File: src/rtl/sdf_delay_line_ctrl.sv
// Programmable-depth circular delay line built on a 1R1W synchronous-read SRAM.
// Each accepted sample returns exactly depth_reg accepts later, independent of idle gaps.
module sdf_delay_line_ctrl #(
    parameter int DATA_W    = 32,
    parameter int ADDR_W    = 8,
    parameter int MAX_DEPTH = 256
) (
    input  logic              clock,
    input  logic              reset,
    input  logic [ADDR_W:0]   cfg_depth,
    input  logic              cfg_load,
    input  logic              in_en,
    input  logic [DATA_W-1:0] in_data,
    output logic              out_valid,
    output logic [DATA_W-1:0] out_data,
    output logic              out_primed,
    output logic [ADDR_W-1:0] mem_waddr,
    output logic              mem_wen,
    output logic [DATA_W-1:0] mem_wdata,
    output logic [ADDR_W-1:0] mem_raddr,
    output logic              mem_ren,
    input  logic [DATA_W-1:0] mem_rdata
);

    localparam logic [ADDR_W:0] DEPTH_MAX = (ADDR_W+1)'(MAX_DEPTH);
    localparam logic [ADDR_W:0] DEPTH_MIN = (ADDR_W+1)'(2);

    logic [ADDR_W:0]   depth_reg;
    logic [ADDR_W-1:0] wptr_reg;
    logic [ADDR_W:0]   cnt_reg;
    logic              rd_pend_reg;
    logic [DATA_W-1:0] head_reg;
    logic [DATA_W-1:0] out_data_reg;
    logic              out_valid_reg;

    logic              accept;
    logic              full;
    logic [ADDR_W-1:0] wptr_inc;
    logic [ADDR_W-1:0] wptr_next;
    logic [ADDR_W:0]   cnt_next;
    logic [ADDR_W:0]   depth_clamped;
    logic [DATA_W-1:0] oldest;

    assign accept = in_en & ~cfg_load;
    assign full   = (cnt_reg == depth_reg);

    always_comb begin
        wptr_inc = wptr_reg + 1'b1;
        // Full-size line wraps through natural counter overflow.
        if (depth_reg == DEPTH_MAX) begin
            wptr_next = wptr_inc;
        end else if ({1'b0, wptr_reg} == depth_reg - 1'b1) begin
            wptr_next = '0;
        end else begin
            wptr_next = wptr_inc;
        end
    end

    always_comb begin
        cnt_next = full ? cnt_reg : cnt_reg + 1'b1;
        if (cfg_depth < DEPTH_MIN) begin
            depth_clamped = DEPTH_MIN;
        end else if (cfg_depth > DEPTH_MAX) begin
            depth_clamped = DEPTH_MAX;
        end else begin
            depth_clamped = cfg_depth;
        end
        // Back-to-back accepts: the prefetch for this accept is still on the read port.
        oldest = rd_pend_reg ? mem_rdata : head_reg;
    end

    // Prefetch targets the slot the next accept will overwrite, i.e. the oldest entry.
    assign mem_wen   = accept;
    assign mem_waddr = wptr_reg;
    assign mem_wdata = in_data;
    assign mem_ren   = accept;
    assign mem_raddr = wptr_next;

    always_ff @(posedge clock) begin
        if (reset) begin
            depth_reg     <= DEPTH_MAX;
            wptr_reg      <= '0;
            cnt_reg       <= '0;
            rd_pend_reg   <= 1'b0;
            head_reg      <= '0;
            out_data_reg  <= '0;
            out_valid_reg <= 1'b0;
        end else if (cfg_load) begin
            depth_reg     <= depth_clamped;
            wptr_reg      <= '0;
            cnt_reg       <= '0;
            rd_pend_reg   <= 1'b0;
            head_reg      <= '0;
            out_valid_reg <= 1'b0;
        end else begin
            rd_pend_reg <= accept;
            if (rd_pend_reg) begin
                head_reg <= mem_rdata;
            end
            if (accept) begin
                wptr_reg      <= wptr_next;
                cnt_reg       <= cnt_next;
                out_valid_reg <= 1'b1;
                out_data_reg  <= full ? oldest : '0;
            end else begin
                out_valid_reg <= 1'b0;
            end
        end
    end

    assign out_valid  = out_valid_reg;
    assign out_data   = out_data_reg;
    assign out_primed = full;

endmodule

File: config.mk
export PLATFORM = sky130hd
export DESIGN_NAME = sdf_delay_line_ctrl
export DESIGN_NICKNAME = d
export VERILOG_FILES = /design/src/rtl/sdf_delay_line_ctrl.sv
export SDC_FILE = /design/constraint.sdc
export NUM_CORES = 1
export LEC_CHECK = 0
export CORE_MARGIN = 1.5
export CORE_UTILIZATION = 45
export CTS_CLUSTER_SIZE = 8
export DETAILED_ROUTE_END_ITERATION = 12
export PLACE_DENSITY = 0.85
export SYNTH_ARGS = -nofsm -noshare
export SYNTH_HDL_FRONTEND = slang
export SYNTH_SLANG_ARGS = --single-unit
File: constraint.sdc
create_clock -name clock -period 2.94 [get_ports clock]
set_input_delay 0.588 -clock clock [delete_from_list [all_inputs] [get_ports clock]]
set_output_delay 0.588 -clock clock [all_outputs]
set_load 0.1 [all_outputs]
==> metrics.txt <==
outcome finished, violations left; Mapped Avg Cell Area 8.76 um^2; hold path startpoint out_data[0]$_SDFFE_PP0P_; DRC violations left 0; grt total ovfl 0; flop2flop setup slack 0.74 ns; Hold Buf Count CTS 0; CP max FO 6; core footprint ~0.0094 mm^2; Row Count 35; initial antenna violation count 0; pre-CTS setup slack 0.168 ns; Final Hold Fails 0; RSZ-0062 raised after global routing yes; synthesized instance count 504; chip width between 100 and 150 um; Detailed Routing Iterations Pass 1 5; # diodes 0; Crit. End Element primary output; first-pass GRT wire length 17.1 mm; Worst-Margin Slew 0.724 ns; post-DP HPWL around 7.3 mm; Hold Path End out_data[0]$_SDFFE_PP0P_; via count 3682; total global-route track usage between 20% and 30%; antenna-violating nets left 0; Pwr Total around 2500 uW; reg2reg start depth_reg[0]$_SDFFE_PP0P_; register area about 0.0018 mm^2; clock latency on the worst-skew pair about 0.36 ns; hold path cells 2; post-synthesis sequential area ratio slightly above 40%; Synthesized Nets ~590; die span in y 102 um; f_max between 0.3 and 0.4 GHz; Die Area 0.0104 mm^2; IO buf count between 90 and 100; TritonCTS clock tree done; Setup Crit Path Kind flop to primary output; share of cells above drive strength 1 between 20% and 30%; Final WS setup -0.0207 ns; mean routed wirelength per cell 15.3 um; 1st-iter DRT viols between 150 and 200; Yosys cell types 52; vias in the first global route between 3000 and 4000; max-cap violations 0; number of enable flip-flop cells after synthesis 0; arrival time worst endpoint 2.37 ns; final setup violation count 8; Slew headroom roughly half; CTS root buf clkbuf_8; Synth async-reset ratio 0%; Area growth, synth to finish 27.6%; Post-synth top flop dfxtp_1; number of vias per cell around 5.3; routability cong. approximately 0.9; reg2reg end mem_waddr[6]$_SDFFE_PP0P_; non-filler cells, final just under 700; Final #Nets about 640; required time of the critical path 2.35 ns; Final period util 101%; cell count after placement roughly 670; Pins Over Slew Limit 0; number of fill cells roughly 800; Period minus WS final just under 3 ns; Multi-input gate area around 0.0022 mm^2; Worst Hold Class flop to flop; Clock Skew approximately 0.015 ns; #FFs+latches synth just over 90; Total Wirelength 10.6 mm; worst vdd ir around 0.29 mV; Initial Util 47.1%; Ports 161; Max Buffers Root-to-Sink 2; failing checks setup timing; CTS Buf Count 9; worst reg-to-reg path cell count 10; fin util between 60% and 70%; mapped cell area between 0.004 and 0.005 mm^2; largest net degree at the start of global routing 50; Clk pin slew, worst setup/hold paths 0.09 ns; startpoint types flop; static leakage around 0.0021 uW; Ys Warns 0; Clock Sinks 91; Pwr Density about 440 mW/mm^2; H-tree levels 3
[worst max-delay path: stages (launching register included)]
cell and delay (ns):
dfxtp_4 0.40, inv_4 0.05, ha_4 0.26, xor2_1 0.17
o211ai_1 0.12, nor4_2 0.31, o211ai_2 0.17, nor2_4 0.17
clkbuf_16 0.18, nor2_4 0.04, buf_12 0.17
[synthesized netlist by cell type, types with 2 or more instances]
| master | number | area share (%) |
|---|---|---|
| o22ai_1 | 6 | 0.85 |
| nor4_1 | 13 | 1.8 |
| a21oi_1 | 23 | 2.6 |
| mux2_2 | 18 | 4.6 |
| nor3_1 | 5 | 0.57 |
| o21ai_0 | 6 | 0.68 |
| and3_1 | 7 | 0.99 |
| a22o_1 | 5 | 0.99 |
| nand3_1 | 26 | 2.9 |
| nor2_1 | 71 | 6.0 |
| buf_2 | 9 | 1.0 |
| or2_2 | 3 | 0.43 |
| nand2b_1 | 4 | 0.57 |
| o21ai_1 | 2 | 0.23 |
| xor2_1 | 11 | 2.2 |
| ha_1 | 4 | 1.1 |
| inv_1 | 12 | 1.0 |
| dfxtp_1 | 91 | 41 |
| buf_1 | 3 | 0.26 |
| and2_1 | 17 | 2.4 |
| mux2i_1 | 17 | 3.9 |
| xnor2_1 | 21 | 4.2 |
| nand2_1 | 32 | 2.7 |
| clkbuf_1 | 21 | 1.8 |
| a22oi_1 | 15 | 2.6 |
| buf_6 | 2 | 0.51 |
| nand3b_1 | 2 | 0.34 |
| buf_4 | 34 | 5.8 |
[per-layer routing]
metal	share of wire, %	vias up	track usage, %
met2	48	141	32.5
li1	-	1793	-
met4	1.9	0	9.06
met5	0	-	0
met1	42	1714	26.4
met3	8.0	34	6.16
[stage by stage]
| step | setup TNS [ns] | instance area, um^2 | hold WS, ns |
|---|---|---|---|
| 6_report | -0.0832 | 5630 | 0.459 |
| 2_1_floorplan | 0 | 4480 | 0.456 |
| 3_5_place_dp | 0 | 5300 | 0.445 |
| 5_1_grt | -0.839 | 5630 | 0.482 |
| 3_3_place_gp | 0 | 5300 | 0.440 |
| 4_1_cts | 0 | 5510 | 0.464 |
[cell type report]
cell class | instances | area share (%)
clock inverters | 6 | 1.27
flip-flops and latches | 91 | 32.8
well taps | 129 | 2.87
multi-input cells | 331 | 39.5
repair buffers | 116 | 20.4
inverters | 13 | 0.955
clock buffers | 10 | 2.27
[kinds of logic (layout without fill, tap and decap cells)]
kind of cell               Yosys count  after routing  synth area share, %
and+or+nand+nor                    191            191                 21.3
DFF                                 91             91                 41.3
buffers and inverters               82            145                 10.5
AOI/OAI and AO/OA                   69             69                 11.1
muxes                               35             35                 8.45
xor gates and xnor gates            32             32                 6.35
adders and majority gates            4              4                 1.13
[worst max-delay path by stage]
stage,from,end,slack [ns],cells after the start
2_1_floorplan,mem_waddr[3]$_SDFFE_PP0P_,mem_raddr[2],0.002,7
3_3_place_gp,depth_reg[0]$_SDFFE_PP0P_,mem_raddr[3],0.30,10
3_5_place_dp,depth_reg[0]$_SDFFE_PP0P_,mem_raddr[2],0.17,10
4_1_cts,depth_reg[3]$_SDFFE_PP0P_,mem_raddr[2],0.002,8
5_1_grt,depth_reg[0]$_SDFFE_PP0P_,mem_raddr[0],-0.11,10
6_report,depth_reg[0]$_SDFFE_PP0P_,mem_raddr[0],-0.02,10
[power by group]
group	switching, uW	total [uW]	leakage [uW]	internal (uW)
clock	456	857	0.0000935	401
sequential	15.6	1260	0.000742	1240
combinational	199	354	0.00129	155
[layout by cell type, fill, tap and decap left out, types with 15 or more instances in the layout]
cell type	Yosys	final
nor2_1	71	63
xnor2_1	21	21
dfxtp_1	91	79
a21oi_1	23	23
nand3_1	26	26
buf_4	34	59
nand2_1	32	32
mux2_2	18	18
and2_1	17	17
clkdlybuf4s50_1	0	44
mux2i_1	17	17
a22oi_1	15	15
[repair_timing]
item	4_1_cts	5_1_grt
cloned	0	1
gates resized for setup	6	12
pin swaps	2	10
setup buffers	0	8
endpoints found under the setup margin	8	8
No activity file was read; power rests on OpenSTA's default activity.
